File: config.mk
export PLATFORM = sky130hd
export DESIGN_NAME = instr_prefetch_queue
export DESIGN_NICKNAME = d
export VERILOG_FILES = /design/src/rtl/prefetch_pkg.sv /design/src/rtl/prefetch_fifo_mem.sv /design/src/rtl/instr_prefetch_queue.sv
export SDC_FILE = /design/constraint.sdc
export NUM_CORES = 1
export LEC_CHECK = 0
export CAP_MARGIN = 20
export CORE_ASPECT_RATIO = 0.5
export CORE_MARGIN = 2
export CORE_UTILIZATION = 45
export DETAILED_ROUTE_END_ITERATION = 16
export HOLD_SLACK_MARGIN = 0.15
export PLACE_DENSITY = 0.82
export SLEW_MARGIN = 0
export SYNTH_ARGS = -nofsm -noshare
export SYNTH_HDL_FRONTEND = slang
export SYNTH_HIERARCHICAL = 1
export SYNTH_SLANG_ARGS = --single-unit
File: constraint.sdc
create_clock -name clk -period 6.35 [get_ports clk]
set_clock_uncertainty 0.1 [all_clocks]
set_input_delay 1.27 -clock clk [delete_from_list [all_inputs] [get_ports clk]]
set_output_delay 1.27 -clock clk [all_outputs]
set_load 0.03 [all_outputs]
File: src/rtl/prefetch_pkg.sv
// Shared types for the instruction prefetch queue: FSM states, queue entry layout, reset PC.
// No logic; no latency or backpressure of its own.
package prefetch_pkg;

    localparam int PF_WIDTH = 32;
    localparam logic [PF_WIDTH-1:0] PF_RESET_PC = '0;

    typedef enum logic [1:0] {
        IDLE,
        FETCH,
        FULL
    } pf_state_t;

    typedef struct packed {
        logic [PF_WIDTH-1:0] pc;
        logic [PF_WIDTH-1:0] instr;
    } pf_entry_t;

endpackage

File: src/rtl/prefetch_fifo_mem.sv
// Prefetch queue storage: DEPTH x DW register array.
// Write lands on the rising edge; read at i_rd_ptr is combinational.
// No flow control here; the owner gates i_wr_en. Storage is not reset.
module prefetch_fifo_mem #(
    parameter int DEPTH = 4,
    parameter int DW    = 64,
    parameter int AW    = $clog2(DEPTH)
) (
    input  logic          clk,
    input  logic          i_wr_en,
    input  logic [AW-1:0] i_wr_ptr,
    input  logic [DW-1:0] i_wr_dat,
    input  logic [AW-1:0] i_rd_ptr,
    output logic [DW-1:0] o_rd_dat
);

    logic [DW-1:0] r_mem [DEPTH];

    always_ff @(posedge clk) begin
        if (i_wr_en) begin
            r_mem[i_wr_ptr] <= i_wr_dat;
        end
    end

    assign o_rd_dat = r_mem[i_rd_ptr];

endmodule

File: src/rtl/instr_prefetch_queue.sv
// Prefetch queue between compressed imem and the decompressor: queues {pc, word} pairs.
// One cycle fetch->dequeue latency, no bypass; redirect flushes and restarts at redirect_pc.
// Stops fetching when full unless the head pops in the same cycle; fetch_en=0 freezes fetch_pc.
module instr_prefetch_queue
    import prefetch_pkg::*;
#(
    parameter int               WIDTH = PF_WIDTH,
    parameter logic [WIDTH-1:0] PCADD = WIDTH'(4),
    parameter int               DEPTH = 4
) (
    input  logic                     clk,
    input  logic                     reset,
    input  logic                     fetch_en,
    input  logic                     redirect,
    input  logic [WIDTH-1:0]         redirect_pc,
    output logic [WIDTH-1:0]         imem_addr,
    input  logic [WIDTH-1:0]         imem_rdata,
    output logic                     deq_valid,
    input  logic                     deq_ready,
    output logic [WIDTH-1:0]         deq_pc,
    output logic [WIDTH-1:0]         deq_instr,
    output logic [$clog2(DEPTH):0]   count
);

    localparam int             AW       = $clog2(DEPTH);
    localparam int             CW       = AW + 1;
    localparam logic [CW-1:0]  FULL_CNT = CW'(DEPTH);

    logic [WIDTH-1:0]   r_fetch_pc;
    logic [AW-1:0]      r_wr_ptr;
    logic [AW-1:0]      r_rd_ptr;
    logic [CW-1:0]      r_count;
    pf_state_t          r_state;
    pf_state_t          w_state_nxt;

    logic               w_pop;
    logic               w_push;
    logic [CW-1:0]      w_count_nxt;
    logic [2*WIDTH-1:0] w_wr_dat;
    logic [2*WIDTH-1:0] w_rd_dat;

    assign deq_valid = (r_count != '0);
    assign w_pop     = deq_valid & deq_ready;
    // A full queue may still accept a word if the head leaves on the same edge.
    assign w_push    = fetch_en & ~redirect & ((r_count != FULL_CNT) | w_pop);
    assign w_wr_dat  = {r_fetch_pc, imem_rdata};

    always_comb begin
        w_count_nxt = r_count;
        if (w_push && !w_pop) begin
            w_count_nxt = r_count + CW'(1);
        end else if (w_pop && !w_push) begin
            w_count_nxt = r_count - CW'(1);
        end
    end

    always_ff @(posedge clk or negedge reset) begin
        if (!reset) begin
            r_fetch_pc <= WIDTH'(PF_RESET_PC);
            r_wr_ptr   <= '0;
            r_rd_ptr   <= '0;
            r_count    <= '0;
        end else if (redirect) begin
            r_fetch_pc <= redirect_pc;
            r_wr_ptr   <= '0;
            r_rd_ptr   <= '0;
            r_count    <= '0;
        end else begin
            if (w_push) begin
                r_wr_ptr   <= r_wr_ptr + AW'(1);
                r_fetch_pc <= r_fetch_pc + PCADD;
            end
            if (w_pop) begin
                r_rd_ptr <= r_rd_ptr + AW'(1);
            end
            r_count <= w_count_nxt;
        end
    end

    always_ff @(posedge clk or negedge reset) begin
        if (!reset) begin
            r_state <= IDLE;
        end else begin
            r_state <= w_state_nxt;
        end
    end

    always_comb begin
        w_state_nxt = r_state;
        if (redirect) begin
            w_state_nxt = fetch_en ? FETCH : IDLE;
        end else begin
            unique case (r_state)
                IDLE: begin
                    if (fetch_en) w_state_nxt = FETCH;
                end
                FETCH: begin
                    if (!fetch_en)                    w_state_nxt = IDLE;
                    else if (w_count_nxt == FULL_CNT) w_state_nxt = FULL;
                end
                FULL: begin
                    if (!fetch_en)  w_state_nxt = IDLE;
                    else if (w_pop) w_state_nxt = FETCH;
                end
                default: w_state_nxt = IDLE;
            endcase
        end
    end

    prefetch_fifo_mem #(
        .DEPTH (DEPTH),
        .DW    (2*WIDTH),
        .AW    (AW)
    ) u_mem (
        .clk      (clk),
        .i_wr_en  (w_push),
        .i_wr_ptr (r_wr_ptr),
        .i_wr_dat (w_wr_dat),
        .i_rd_ptr (r_rd_ptr),
        .o_rd_dat (w_rd_dat)
    );

    // Storage is never reset, so the head is masked to zero whenever the queue is empty.
    assign deq_pc    = deq_valid ? w_rd_dat[2*WIDTH-1:WIDTH] : '0;
    assign deq_instr = deq_valid ? w_rd_dat[WIDTH-1:0]       : '0;
    assign imem_addr = r_fetch_pc;
    assign count     = r_count;

endmodule

# Word-level counts from Yosys, hierarchy flattened
# Memory sizes are Yosys's and may differ from the RTL's.
# Cells that the tools add are included.
# classes
bitwise	5
addsub	5
mux	13
eq_ne	1
reduce_logical	8
# op_table
operator	n
32-bit two-way mux	4
32-bit by 3-bit adder with 32-bit output, second input constant	1
3-bit two-way mux	3
2-bit two-way mux	4
3-bit nonzero test	2
2-bit by 1-bit adder with 2-bit output, second input constant	2
2-bit nonzero test	2
3-bit by 1-bit adder with 3-bit output, second input constant	1
1-bit AND	3
3-bit != test, second input constant	1
3-bit by 1-bit subtractor with 3-bit output, second input constant	1
1-bit logical AND	2
1-bit zero test	2
1-bit two-way mux	2
1-bit NOT	1
1-bit OR	1
# totals
word_cells	37
ff_bits	39
mem_count	1
ramBits	256
# memory_table
name	depth	word_bits	rd	rd_clocked_by_memory_dff	write_ports	line	text
u_mem.r_mem	4	64	1	0	1	prefetch_fifo_mem.sv:17	logic [DW-1:0] r_mem [DEPTH];

# Longest topological paths before layout
# Gate-level depths: netlist of the first run.
# depth
ltp_word	9
mapped_depth	12
ltp_nobuf	9

# Modules after synthesis
# The synthesis of the first run kept the hierarchy.
# by_module_without_submodules
module	n_inst	area_per_inst_um2	cells_each
prefetch_fifo_mem	1	9341.5	338
instr_prefetch_queue	1	2866.5	347

# Least setup slack after synthesis of the first run
# No wires, ideal clock.
# synth_timing
path_kind	input to register
start	input port fetch_en
end	memory u_mem.r_mem[0][0] (enable)
arrival_time_ns	6.727
path_stages	5
setup_ns	0.578
slack_ns	-1.055
t_required_ns	5.672
cell_sequence	buf_2 buf_1 nand2_4 nor2_1 nor3b_1
# synth_between
elab_chain_len	4
# synth_lines
item	line	text
from (decl)	instr_prefetch_queue.sv:13	input logic fetch_en,
1-bit AND (2 in a row)	instr_prefetch_queue.sv:45	assign w_push = fetch_en & ~redirect & ((r_count != FULL_CNT) | w_pop);
via w_push	instr_prefetch_queue.sv:37	logic w_push;
1-bit two-way mux	prefetch_fifo_mem.sv:20	if (i_wr_en) begin
1-bit two-way mux (implied by the code)	prefetch_fifo_mem.sv:21	r_mem[i_wr_ptr] <= i_wr_dat;
to (decl)	prefetch_fifo_mem.sv:17	
# The timed path passes the listed nets, and every way through them passes these cells.

# Worst setup path after layout of the first run
# layout_timing
start	register r_rd_ptr[0]
end	output port deq_instr[1]
# layout_between
elab_chain_len	2
# layout_lines
item	line	text
from (decl)	instr_prefetch_queue.sv:31	logic [AW-1:0] r_rd_ptr;
from (signal assigned)	instr_prefetch_queue.sv:74	r_rd_ptr <= r_rd_ptr + AW'(1);
memory read 4 x 64 bit	--	
via w_rd_dat[1]	instr_prefetch_queue.sv:40	logic [2*WIDTH-1:0] w_rd_dat;
32-bit two-way mux	instr_prefetch_queue.sv:125	assign deq_instr = deq_valid ? w_rd_dat[WIDTH-1:0] : '0;
to (decl)	instr_prefetch_queue.sv:21	output logic [WIDTH-1:0] deq_instr,
# The timed path passes the listed nets, and every way through them passes these cells.

==> results of run 1 <==
[per-stage QoR]
| stage | total power [uW] | std cells | cell area (sq um) | hold slack (ns) |
|---|---|---|---|---|
| 2_1_floorplan | 3156 | 685 | 12210 | 0.4037 |
| 6_report | 5262 | 1220 | 15060 | 0.4591 |
| 3_3_place_gp | 3620 | 1168 | 14090 | 0.4201 |
| 3_5_place_dp | 3643 | 1170 | 14140 | 0.4387 |
| 5_1_grt | 5416 | 1220 | 15060 | 0.5022 |
| 4_1_cts | 5297 | 1220 | 15060 | 0.4643 |
[registers in the layout (all words and copies together) (netlist names)]
signal / cells
count: 3
imem_addr: 32
r_rd_ptr: 2
r_wr_ptr: 2
u_mem/r_mem: 256
[cell usage after synthesis (all sizes together) (3+ instances only)]
library cell  instances  area (sq um)
a31oi                16         100.1
o21ai                14         70.07
xor2                 12         105.1
dfrtp                39         975.9
or3                   3         18.77
and2                 70         437.9
o311ai                6         52.55
nand3                19         112.6
nand4                11         83.83
edfxtp              256          7687
clkbuf               18         68.81
and3                 10         65.06
nand2                26         105.1
a21oi                 5         25.02
nor2                 26         97.59
and4                  3         26.28
inv                   4         15.01
o31ai                15         112.6
or4                  15         112.6
buf                  26         255.2
nand3b                3         22.52
mux4                 64          1456
[cells by family after synthesis]
logic type | synth area share, %
AOI/OAI and AO/OA | 3.392
muxes | 12.20
and+or+nand+nor | 9.511
buffers and inverters | 2.808
xor gates and xnor gates | 0.8609
adders and majority gates | 0.2665
DFF | 70.96
[critical path, stage by stage, from the launching register on]
cell             delay (ns)
dfrtp_4                0.71
buf_4                  0.51
mux4_1                 0.60
and2_1                 0.17
clkdlybuf4s50_1        0.61
[cells in the final DEF, fill, tap and decap left out, drive strengths merged, types with 2 or more instances in the layout]
| cell | count |
|---|---|
| or4 | 15 |
| mux4 | 64 |
| and3 | 10 |
| nand3b | 3 |
| and2 | 70 |
| or2 | 2 |
| or3 | 3 |
| edfxtp | 256 |
| mux2 | 2 |
| nor2 | 26 |
| and3b | 2 |
| o21ai | 14 |
| dfrtp | 39 |
| buf | 10 |
| a31oi | 16 |
| clkbuf | 36 |
| clkinv | 9 |
| and4 | 3 |
| a21o | 2 |
| nand3 | 19 |
| o211ai | 2 |
| o311ai | 6 |
| nand2 | 26 |
| o31ai | 15 |
| a21oi | 5 |
| bufinv | 4 |
| inv | 6 |
| xor2 | 12 |
| nand4 | 11 |
| clkdlybuf4s50 | 167 |
| nor2b | 2 |
| nor3b | 2 |
[where the power goes]
part | internal [uW] | leakage [uW] | total [uW] | switching [uW]
logic | 574 | 0.00166 | 1270 | 696
registers | 2210 | 0.00278 | 2330 | 120
clock network | 982 | 0.000447 | 1660 | 677
[final timing paths]
kind / startpoint / end / slack, ns / depth (start not counted)
max: r_rd_ptr[0] / deq_instr[1] / 1.83 / 4
min: imem_addr[1] / u_mem/r_mem[2][33] / 0.46 / 0
max reg2reg: count[2] / u_mem/r_mem[0][55] / 3.04 / 5
min reg2reg: imem_addr[1] / u_mem/r_mem[2][33] / 0.46 / 0
max in group asynchronous: reset / r_rd_ptr[1] / 4.65 / 1
min in group asynchronous: reset / imem_addr[19] / 0.78 / 1
[layer usage]
| metal | share of wire [%] | wire [microns] |
|---|---|---|
| met2 | 52 | 14290 |
| met5 | 0 | 0 |
| met4 | 2.5 | 673 |
| met1 | 40 | 10790 |
| met3 | 5.6 | 1517 |
[final cells by class]
| class | count | area share [%] |
|---|---|---|
| clock buffers | 36 | 4.911 |
| clock inverters | 14 | 1.163 |
| inverters | 5 | 0.1247 |
| multi-input cells | 341 | 21.43 |
| flip-flops and latches | 295 | 57.59 |
| well taps | 352 | 2.925 |
| repair buffers | 177 | 11.85 |
==> impl_results.md, run 1 <==
- Final Hold Vio Count: 0
- Row cnt: 42
- Num CTS Buffers: 27
- DRC viols: 0
- Max VDD drop: 0.2006 mV
- Final period util: 71.25%
- CTS Sinks: 295
- Sequential Area: around 8700 sq um
- Syn Inst Count: 685
- Slew @ Worst Pin: 1.034 ns
- Async set or reset register ratio after synthesis: 13.22%
- Vias in the first global route: 7139
- Remaining Overflow, GRT: 0
- Setup crit end kind: output pin
- First-pass GRT wire length: about 41000 microns
- Die X: 236.9 microns
- Synth-to-layout area growth: 23.33%
- Initial core utilization: 46.00%
- Fill count: ~1900
- 1st-iter DRT viols: 670
- GR Util met1: 24.58%
- CTS H-Tree Depth: 1
- Busiest grt layer: met2
- Final nets: 918
- # Post-CTS Setup Buffers: 0
- Layout cells sized above 1: 14.52%
- Worst slew margin: 30.63%
- Main flop type after synthesis: edfxtp_1
- Core area: between 20000 and 30000 sq um
- Via/cell ratio: 5.769
- M3 GR Usage: around 2.9%
- PwrDens: 349.5 nW/um^2
- Worst Hold Class: flop to flop
- Multi-input gate area: 3227 sq um
- Diodes inserted: 0
- Met2 usage: 33.38%
- WS Path Type: flop to output pin
- Routed length per instance: 22.36 microns
- PortBufs: 168
- Leakage power: 0.004885 uW
- Total Wirelength: roughly 27000 microns
- Clock latency on the worst-skew pair: 0.53 ns
- Synth Area per Inst: 17.82 sq um
- Max Freq: 221.0 MHz
- Initial antenna violation count: 0
- Root Buffer: clkbuf_16
- Setup WS post-layout: 1.826 ns
- Synth Warn #: 6
- Post-synthesis sequential area ratio: 70.96%
- Bufs on Longest Clock Path: 3
- Synthesized area: ~12000 sq um
- CTS resizes: 0
- Min cycle time layout: 4.524 ns
- Synth Register Bits: 295
- Die height: 120.5 microns
- RSZ-0062 raised after global routing: no
- CTS tree: done
- Worst path arrival time: roughly 3.2 ns
- Syn_nets: 756
- Routability cong.: 0.8187
- Max Slew Vio Count: 0
- Via count: 7038
- Final Util: 56.73%
- DP HPWL: 16750 microns
- Initial DRT Pass Iterations: 5
- Worst slack, placed: 1.492 ns
- Startpoint Class: flop
- Die ar.: 28540 sq um
- Total routing usage reported by global routing: 18.97%
- Worst EP required: between 4 and 5 ns
- CP max FO: 24
- Cts hold-fix bufs: 0
- Max Cap Viol: 0
- Synth unique cells: 50
- Routed Antenna Nets: 0
- Status: finished clean
- Io pins: around 170
- Largest net degree at the start of global routing: 66
- Post-synth EDFFs: 256
- Setup violations, final: 0
- Clk pin slew, worst setup/hold paths: 0.06 ns
- Final setup TNS: 0 ns
(Power assumes the default switching activity.)
==> run 2, diff against run 1 <==
- PLACE_DENSITY: 0.82 -> 0.8
- clock period: 6.35 -> 4.36 ns (I/O delays scaled with it)
==> impl_results.md, run 2 (synthesis gave the netlist of run 1 again) <==
- PwrDens: 498.6 nW/um^2
- Most common cell after layout, fill and taps aside: edfxtp_1
- Max Freq: 249.9 MHz
- Internal power: roughly 5400 uW
- Layout cells sized above 1: 15.17%
- Total Wirelength: 26670 microns
- Top cell family by delay on the critical path: simple AND/OR/NAND/NOR gates
- Status: finished clean
- Via/cell ratio: 5.658
- R2R Path Start: count[2]
- Cts hold-fix bufs: 0
- Final instance area: 15090 sq um
- CTS H-Tree Depth: 1
- Clk pwr share: 30.4%
- Largest net degree at the start of global routing: between 50 and 60
- DRC viols: 0
- Num CTS Buffers: 27
- CTS Sinks: ~300
- Hold Worst Slack: 0.3973 ns
- Final period util: roughly nine tenths
- Leakage power: 0.004903 uW
- Gate power share: 24.7%
- Bufs and invs on worst path: 2
- Post-Place Cell Area: approximately 14000 sq um
- Worst EP required: 3.39 ns
- Initial core utilization: between 40 and 50%
- Setup violations, final: 0
- R2R cell count: 9
- Final Hold Vio Count: 0
- Clock latency on the worst-skew pair: 0.52 ns
- Max reg flops: 256
- Routability cong.: about 0.86
- DP HPWL: 16690 microns
- Die ar.: 28540 sq um
- Root Buffer: clkbuf_16
- Initial DRT Pass Iterations: 5
- Bufs on Longest Clock Path: 3
- Net Sw Power: approximately 2100 uW
- Max Cap Viol: 0
- Initial antenna violation count: 1
- CP max FO: 44
- Die X: 236.9 microns
- CP Cell Sequence: or3_2, buf_4, and2_1, clkdlybuf4s50_1
- WS Path Type: flop to output pin
- CTS resizes: 0
- Final Util: 56.86%
- First-pass GRT wire length: 41120 microns
- CTS tree: done
- Register-to-register setup slack: 1.15 ns
- Min cycle time layout: between 4 and 5 ns
- Slew @ Worst Pin: between 0.9 and 1 ns
- Reg with most FFs: u_mem/r_mem
- Max VDD drop: 0.2715 mV
- Die height: 120.5 microns
- Routed length per instance: 21.68 microns
- Worst reg2reg endpoint: count[1]
- Final setup TNS: 0 ns
- Via count: 6959
- Worst slack, placed: 0.6012 ns
- Crit-path slowest cell: or3_2
- Routed Antenna Nets: 0
- RSZ-0062 raised after global routing: no
- Setup WS post-layout: 0.3579 ns
- Io pins: 169
- 1st-iter DRT viols: about 550
- Setup crit end kind: output pin
- Worst path arrival time: 3.03 ns
- Row cnt: 42
- Worst slew margin: between 30 and 40%
- Worst Hold Class: input port to async pin
- Leading cell types in the layout, fill and taps excluded: 256 x edfxtp_1, 167 x clkdlybuf4s50_1, 70 x and2_1, 60 x mux4_2, 37 x dfrtp_1
- PortBufs: 168
- Synth-to-layout area growth: 23.61%
- Startpoint Class: flop
- # Post-CTS Setup Buffers: 0
- Switching share of power: 28.36%
- Max Slew Vio Count: 0
- Core area: 26540 sq um
- Total routing usage reported by global routing: 18.65%
- Vias in the first global route: around 7300
- Final nets: 927
- Clk pin slew, worst setup/hold paths: 0.07 ns
- Slowest stage delay, CP: 0.76 ns
- Remaining Overflow, GRT: 0
- Sequential fraction of design power: 44.9%
[run 2: cell count changes in the layout (fill, tap and decap cells not counted), sizes merged]
cell,change
buf,+9
bufinv,-2
clkbuf,+5
clkinv,-3
clkinvlp,+1
diode,+1
inv,-1
[run 2: metrics by stage]
| stage | total power, uW | instances |
|---|---|---|
| finish | 7525 | 1230 |
| CTS | 7601 | 1229 |
| global route | 7811 | 1230 |
| global placement | 5283 | 1179 |
| floorplan | 4597 | 685 |
| detailed placement | 5307 | 1179 |
[run 2: layer usage]
metal / GRT usage [%] / routed length (microns)
met5: 0 / 0
met4: 6.685 / 843
met3: 2.192 / 969
met2: 33.14 / 13900
met1: 24.01 / 10950
[run 2: cell type report]
cell class	count	area (sq um)
fill	1965	11450
sequential	295	8671
multi-input combinational	341	3227
timing repair buffer	186	1874
clock buffer	41	758.2
tap	352	440.4
clock inverter	9	98.84
inverter	5	18.77
antenna	1	2.502
[run 2: worst max-delay path by stage]
| stage | startpoint | endpoint | slack [ns] | cells past startpoint |
|---|---|---|---|---|
| after floorplan | fetch_en | u_mem/r_mem[0][0] | 0.52 | 5 |
| after global placement | deq_ready | count[1] | 0.69 | 10 |
| after detailed placement | deq_ready | count[1] | 0.60 | 10 |
| after CTS | count[2] | deq_pc[14] | 0.32 | 4 |
| after global routing | count[1] | deq_pc[19] | 0.22 | 4 |
| final | count[2] | deq_pc[14] | 0.36 | 4 |
[run 2: power by group through the flow]
| stage | Sequential, uW | Clock [uW] | Combinational [uW] |
|---|---|---|---|
| 2_1_floorplan | 3420 | 0 | 1180 |
| 3_3_place_gp | 3420 | 0 | 1860 |
| 3_5_place_dp | 3440 | 0 | 1870 |
| 4_1_cts | 3380 | 2340 | 1880 |
| 5_1_grt | 3400 | 2450 | 1960 |
| 6_report | 3380 | 2290 | 1860 |
[run 2: worst reg2reg max path: stages, from the launching register on]
cell      delay, ns
dfrtp_1        0.49
or3_2          0.77
buf_4          0.39
nand2_1        0.16
and2_1         0.18
fa_1           0.46
nand3b_1       0.20
a21oi_1        0.18
a21oi_1        0.06
a21oi_1        0.15
==> run 3, diff against run 2 <==
- CORE_UTILIZATION: 45 -> 40
- PLACE_DENSITY: 0.8 -> 0.73
- TNS_END_PERCENT: unset -> 30
==> impl_results.md, run 3 (synthesis gave the netlist of run 1 again) <==
- Final Hold Vio Count: 0
- CTS tree: done
- Worst Hold Class: input port to async pin
- Via count: 6780
- Max Cap Viol: 0
- # Post-CTS Setup Buffers: 0
- Reg with most FFs: u_mem/r_mem
- Min cycle time layout: 3.924 ns
- PwrDens: 500.4 nW/um^2
- Multi-input gate area: 3221 sq um
- CTS resizes: 0
- DP HPWL: roughly 17000 microns
- Max Slew Vio Count: 0
- Crit path to: deq_instr[1]
- Bufs on Longest Clock Path: 3
- Setup violations, final: 0
- Max VDD drop: 0.3099 mV
- Sequential Area: 8668 sq um
- Final Util: 50.29%
- Total Wirelength: roughly 27000 microns
- Largest net degree at the start of global routing: 55
- Clk pin slew, worst setup/hold paths: 0.07 ns
- Final period util: 90.01%
- R2R Path Start: count[2]
- Leading cell types in the layout, fill and taps excluded: 256 x edfxtp_1, 167 x clkdlybuf4s50_1, 70 x and2_1, 60 x mux4_2, 37 x dfrtp_1
- R2R cell count: 8
- Worst reg2reg endpoint: count[1]
- RSZ-0062 raised after global routing: no
- Final nets: 928
- Max reg flops: 256
- CP max FO: 25
- Via/cell ratio: 5.301
- Total routing usage reported by global routing: 16.79%
- Routability cong.: roughly 0.83
- Cts hold-fix bufs: 0
- Hold Worst Slack: 0.3996 ns
- Register-to-register setup slack: 1.58 ns
- CTS Sinks: 295
- Core area: 30180 sq um
- Initial core utilization: 40.45%
- Num CTS Buffers: 28
- Root Buffer: clkbuf_16
- Routed length per instance: 21.04 microns
- First-pass GRT wire length: 41770 microns
- Synth-to-layout area growth: 24.31%
- PortBufs: 168
- Io pins: 169
- Clock latency on the worst-skew pair: between 0.5 and 0.6 ns
- CTS H-Tree Depth: 1
- Layout cells sized above 1: 15.93%
- Remaining Overflow, GRT: 0
- Setup crit end kind: output pin
- Worst EP required: 3.39 ns
- Status: finished clean
- Crit path from: r_rd_ptr[0]
- 1st-iter DRT viols: 384
- Vias in the first global route: 7189
- Startpoint Class: flop
- Final setup TNS: 0 ns
- Routed Antenna Nets: 0
- Die X: 251.1 microns
- Most common cell after layout, fill and taps aside: edfxtp_1
- DRC viols: 0
- Max Freq: 254.8 MHz
- Leakage power: 0.004943 uW
- Fill count: around 2400
- Initial DRT Pass Iterations: 5
- Worst path arrival time: 2.95 ns
- Worst slew margin: 33.89%
- WS Path Type: flop to output pin
- Row cnt: 45
- Die height: 127.5 microns
- Die ar.: 32020 sq um
- Initial antenna violation count: 1
- Slew @ Worst Pin: 0.9917 ns
## run 3: metrics by stage
stage / setup WS (ns) / total power, uW / instance area, sq um / instances
2_1_floorplan: 0.5206 / 4597 / 12220 / 685
3_3_place_gp: 0.9258 / 5320 / 14280 / 1226
3_5_place_dp: 0.8933 / 5343 / 14280 / 1226
4_1_cts: 0.3429 / 7664 / 15170 / 1278
5_1_grt: 0.2805 / 7867 / 15180 / 1279
6_report: 0.4355 / 7594 / 15180 / 1279
## run 3: layout make-up
type | instances | area share, %
tap | 399 | 3.290
timing repair buffer | 186 | 12.35
sequential | 295 | 57.12
antenna | 1 | 0.01649
multi-input combinational | 341 | 21.22
clock inverter | 9 | 0.2886
inverter | 5 | 0.1237
clock buffer | 43 | 5.590
## run 3: power by group
group,internal (uW),switching (uW),total (uW)
combinational,862,1010,1870
clock,1340,1000,2340
sequential,3220,160,3380
## run 3: worst max-delay path, stage by stage, from the launching register on
cell             delay [ns]
dfrtp_4                0.77
buf_12                 0.29
mux4_1                 0.60
and2_1                 0.16
clkdlybuf4s50_1        0.58
## run 3: metal layers
metal / GRT usage [%] / vias up / wire length [microns]
met5: 0 / - / 0
met4: 5.427 / 0 / 753
met3: 2.119 / 56 / 973
met2: 30.52 / 166 / 14080
met1: 21.11 / 3485 / 11100
li1: - / 3073 / -
## run 3: worst min-delay path by stage
stage	startpoint	end	slack, ns	depth (start not counted)
floorplan	r_rd_ptr[1]	r_rd_ptr[1]	0.40	2
global placement	imem_addr[1]	u_mem/r_mem[1][33]	0.41	0
detailed placement	imem_addr[0]	u_mem/r_mem[2][32]	0.44	0
CTS	reset	imem_addr[15]	0.41	1
global route	reset	imem_addr[15]	0.46	1
finish	reset	imem_addr[15]	0.40	1
